File: config.mk
export PLATFORM = sky130hd
export DESIGN_NAME = matmul_sequencer
export DESIGN_NICKNAME = d
export VERILOG_FILES = /design/src/rtl/matmul_sequencer.sv
export SDC_FILE = /design/constraint.sdc
export NUM_CORES = 2
export LEC_CHECK = 0
export ABC_AREA = 1
export BUFFER_PORTS_ARGS = -buffer_cell sky130_fd_sc_hd__buf_2
export CORE_AREA = 4 4 418 420
export DETAILED_ROUTE_END_ITERATION = 8
export DIE_AREA = 0 0 422 424
export PLACE_DENSITY = 0.5
export SLEW_MARGIN = 10
export SYNTH_ARGS = -nofsm -noshare
export SYNTH_HDL_FRONTEND = slang
export SYNTH_SLANG_ARGS = --single-unit
File: constraint.sdc
create_clock -name clk -period 100 [get_ports clk]
set_clock_uncertainty 0.1 [all_clocks]
set_input_delay 10 -clock clk [delete_from_list [all_inputs] [get_ports clk]]
set_output_delay 10 -clock clk [all_outputs]
set_load 0.1 [all_outputs]
File: src/rtl/matmul_sequencer.sv
// Valid/ready front-end for the NxN pipelined matrix multiplier: streams in A then B,
// holds them on the multiplier buses, waits out its latency, then streams C back out.
module matmul_sequencer #(
  parameter int N           = 4,
  parameter int WIDTH       = 16,
  parameter int PIPE_STAGES = 5
) (
  input  logic                                 clk,
  input  logic                                 rst,
  input  logic                                 in_valid,
  output logic                                 in_ready,
  input  logic [WIDTH-1:0]                     in_data,
  output logic [N-1:0][N-1:0][WIDTH-1:0]       mm_a,
  output logic [N-1:0][N-1:0][WIDTH-1:0]       mm_b,
  input  logic [N-1:0][N-1:0][2*WIDTH-1:0]     mm_c,
  output logic                                 out_valid,
  input  logic                                 out_ready,
  output logic [2*WIDTH-1:0]                   out_data,
  output logic                                 out_last,
  output logic                                 busy
);

  localparam int NN    = N * N;
  localparam int IDX_W = (NN > 1) ? $clog2(NN) : 1;
  localparam int RC_W  = (N > 1) ? $clog2(N) : 1;
  localparam int LAT_W = $clog2(PIPE_STAGES + 2);

  typedef enum logic [1:0] {LOAD_A, LOAD_B, COMPUTE, DRAIN} state_t;

  state_t                               state_q;
  logic [IDX_W-1:0]                     idx_q;
  logic [LAT_W-1:0]                     lat_q;
  logic [N-1:0][N-1:0][WIDTH-1:0]       a_q;
  logic [N-1:0][N-1:0][WIDTH-1:0]       b_q;
  logic [N-1:0][N-1:0][2*WIDTH-1:0]     c_buf_q;

  logic [RC_W-1:0] row;
  logic [RC_W-1:0] col;
  logic            idx_last;

  assign row      = RC_W'(idx_q / IDX_W'(N));
  assign col      = RC_W'(idx_q % IDX_W'(N));
  assign idx_last = (idx_q == IDX_W'(NN - 1));

  assign in_ready  = (state_q == LOAD_A) || (state_q == LOAD_B);
  assign busy      = (state_q == COMPUTE) || (state_q == DRAIN);
  assign out_valid = (state_q == DRAIN);
  assign out_data  = out_valid ? c_buf_q[row][col] : '0;
  assign out_last  = out_valid && idx_last;
  assign mm_a      = a_q;
  assign mm_b      = b_q;

  // NOTE: every register here, including the operand and result arrays, is reset;
  // a restarted job must never see a stale operand or forward a stale result.
  always_ff @(posedge clk or posedge rst) begin
    if (rst) begin
      state_q <= LOAD_A;
      idx_q   <= '0;
      lat_q   <= '0;
      a_q     <= '0;
      b_q     <= '0;
      c_buf_q <= '0;
    end else begin
      // NOTE: non-blocking assignments so every branch reads this cycle's state.
      case (state_q)
        LOAD_A: if (in_valid) begin
          a_q[row][col] <= in_data;
          if (idx_last) begin
            idx_q   <= '0;
            state_q <= LOAD_B;
          end else begin
            idx_q <= idx_q + IDX_W'(1);
          end
        end
        LOAD_B: if (in_valid) begin
          b_q[row][col] <= in_data;
          if (idx_last) begin
            idx_q   <= '0;
            lat_q   <= '0;
            state_q <= COMPUTE;
          end else begin
            idx_q <= idx_q + IDX_W'(1);
          end
        end
        COMPUTE: begin
          // mm_c has settled one cycle before this snapshot edge.
          if (lat_q == LAT_W'(PIPE_STAGES + 1)) begin
            c_buf_q <= mm_c;
            state_q <= DRAIN;
          end else begin
            lat_q <= lat_q + LAT_W'(1);
          end
        end
        DRAIN: if (out_ready) begin
          if (idx_last) begin
            idx_q   <= '0;
            state_q <= LOAD_A;
          end else begin
            idx_q <= idx_q + IDX_W'(1);
          end
        end
        default: state_q <= LOAD_A;
      endcase
    end
  end

endmodule

==> run_results.csv <==
group,metric,value,unit
clocking,clk_pin_slew,60,ps
detailed_routing,drtIter0Drc,3927,
detailed_routing,vias,39200,
clocking,cts-htree-levels,3,
placement,dpl_worst_slack,85900,ps
detailed_routing,wl,194000,um
worst_setup_path,worstPathArrival,4800,ps
logic_synthesis,syn_area_per_cell,8.26,um2
logic_synthesis,synth_cell_type_count,28,
placement,port_buffers,1079,
clocking,clock-sinks,1033,
clocking,cts_root_buf,"clkbuf_16",
placement,dp_hpwl,138000,um
sta,finalSetupTns,0,ps
floorplanning,fp.dieW,422,um
floorplanning,start_util,25.3,%
sta,post-route-period-util,14.9,%
placement,routabilityCongestion,0.920,
logic_synthesis,yosysSeqAreaShare,59.8,%
detailed_routing,drtPass1Iterations,5,
detailed_routing,drtAntennaViolNets,0,
sta,setup_slack,85100,ps
power,power_leakage,29.2,nW
global_routing,grt_pass1_wl,277000,um
sta,finalMaxSlewViolations,0,
global_routing,grt_util_all_layers,21.0,%
layout,fillers,18400,
clocking,cts_buffer_depth,3,
sta,rsz0062_at_grt,"no",
power,ir_worst_vdd,32.8,uV
layout,final_common_cell,"nand2_1",
worst_setup_path,cp-start-kind,"register",
layout,drive_gt1_share,22.0,%
worst_setup_path,ff2ff_setup_slack,95580,ps
worst_setup_path,crit_top_cell,"nand2_1",
min_path,hp-start,"c_buf_q[273]",
layout,final_cells,8456,
worst_setup_path,setup.worst_path.start,"idx_q[2]",
min_path,hold_class,"reg -> reg",
run_status,outcome,"finished clean",
sta,fmax,67.1,MHz
sta,holdWs,374,ps
global_routing,gr-total-overflow,0,
placement,placed_cells,8233,
clocking,numCtsBuffers,117,
sta,hold_viol,0,
layout,utilization,31.8,%
worst_setup_path,endpoint,"out_data[28]",
logic_synthesis,synthCells,5233,
global_routing,grt_start_max_net_pins,163,
worst_setup_path,critical_path.cell_chain,"buf_12, buf_4, nand2_1, nand2_1, nand2_1, nand4_1, nand3_1, a21oi_1, buf_2",
clocking,worstSkewPairLatency,740,ps
layout,nNetsFinal,6663,
worst_setup_path,worst-setup-path-type,"reg -> out",
clocking,post_cts_buffers,0,
sta,setup_viol,0,
logic_synthesis,ys_ff_latch,1033,
clocking,cts_tree,"yes",
sta,slew_headroom,24.4,%
worst_setup_path,cp_max_fo,154,
min_path,min_path_cells,2,
detailed_routing,viasPerCell,4.64,
flow_run,cap_viol_max_count,0,
floorplanning,core_area,171000,um2
sta,tightest_slew,1130,ps
clocking,cts_resized,0,
floorplanning,dieHeight,424,um
floorplanning,row_count,152,
worst_setup_path,critPathMaxStageDelay,870,ps
layout,mostFrequentLayoutCells,"nand2_1, buf_2, dfrtp_1",
detailed_routing,wl_per_cell,23.0,um
worst_setup_path,r2r-end,"c_buf_q[224]",
logic_synthesis,synth_fp_nets,5777,
floorplanning,dieArea,179000,um2
detailed_routing,drc,0,
worst_setup_path,r2r_start,"state_q[0]",
clocking,cts_hold_buffers,0,
worst_setup_path,cp_slowest_cell,"dfrtp_4",
logic_synthesis,yosys_warnings,0,
sta,period_needed,14900,ps
layout,synthToLayoutAreaGrowth,25.7,%
worst_setup_path,crit_path_end_kind,"output pin",
global_routing,antenna_found_initial,21,
logic_synthesis,synth_area,43200,um2
floorplanning,io_pins,1080,
worst_setup_path,worst_ep_required_time,89900,ps
global_routing,grt_pass1_vias,38200,
worst_setup_path,worstRegToRegCells,8,
power,p_per_area,43.5,nW/um2
## registers in the layout, summed over array words and instances, names as in the netlist
name and count:
c_buf_q 512, mm_a 256, mm_b 256, idx_q 4, lat_q 3, state_q 2
## worst max-delay path, delay by kind of cell, from the launching register on
kind,cells,cell delay [ps]
compound gates,1,710
buf+inv,3,1660
simple gates,5,540
flops,1,870
## report_power, final
part	switching, mW	internal, mW
Clock	0.183	0.271
Combinational	0.988	0.205
Sequential	0.119	0.598
Total	1.29	1.07
## worst min-delay path by stage
stage / end / slack [ps]
2_1_floorplan: c_buf_q[109] / 350
3_3_place_gp: mm_b[72] / 360
3_5_place_dp: c_buf_q[80] / 360
4_1_cts: c_buf_q[273] / 380
5_1_grt: c_buf_q[273] / 390
6_report: c_buf_q[273] / 370
## Yosys cell counts
cell type / n / area, um2
nor2_2: 2 / 12.5
o21ai_0: 509 / 2550
buf_4: 24 / 180
clkinv_1: 2 / 7.51
clkbuf_1: 189 / 709
inv_2: 6 / 22.5
inv_1: 55 / 206
buf_6: 5 / 56.3
inv_4: 1 / 6.26
ha_1: 12 / 150
nor2_4: 2 / 22.5
or2_2: 3 / 18.8
xnor2_1: 1 / 8.76
buf_2: 129 / 646
nor2_8: 1 / 20.0
nand3_1: 183 / 916
xor2_1: 2 / 17.5
nand2_2: 1 / 6.26
nand3_2: 11 / 110
buf_1: 19 / 71.3
o21ai_1: 52 / 260
inv_6: 1 / 8.76
a21oi_1: 48 / 240
dfrtp_1: 1033 / 25800
nor2_1: 11 / 41.3
nand2_1: 2895 / 10900
o31ai_1: 3 / 22.5
nand4_1: 33 / 206
## layer usage
metal	track usage (%)	vias up	wire [um]
li1	-	18200	-
met1	27.2	19200	80500
met2	34.0	1412	90900
met3	3.52	367	12000
met4	10.3	4	10900
met5	0	-	23
## cells by family after synthesis
family | Yosys count | synth area share [%]
adders and majority gates | 12 | 0.347
buffers and inverters | 431 | 4.43
xor gates and xnor gates | 3 | 0.0608
DFF | 1033 | 59.8
AOI/OAI and AO/OA | 612 | 7.10
and+or+nand+nor | 3142 | 28.3
## stage by stage
stage                     power (mW)  cell area (um2)
after floorplan                 1.61            43200
after global placement          1.91            50300
after detailed placement        1.92            50300
after CTS                       2.38            54300
after global routing            2.48            54300
final                           2.36            54300
## final cells by class
| class | instances | area (um2) | area share [%] |
|---|---|---|---|
| diodes | 10 | 25.0 | 0.0461 |
| clock buffers | 180 | 3590 | 6.60 |
| clock inverters | 33 | 470 | 0.866 |
| inverters | 65 | 268 | 0.493 |
| multi-input cells | 3769 | 15500 | 28.5 |
| flip-flops and latches | 1033 | 25900 | 47.6 |
| well taps | 2233 | 2790 | 5.14 |
| repair buffers | 1133 | 5840 | 10.8 |
Note: power is estimated with default switching activity, not from simulation.
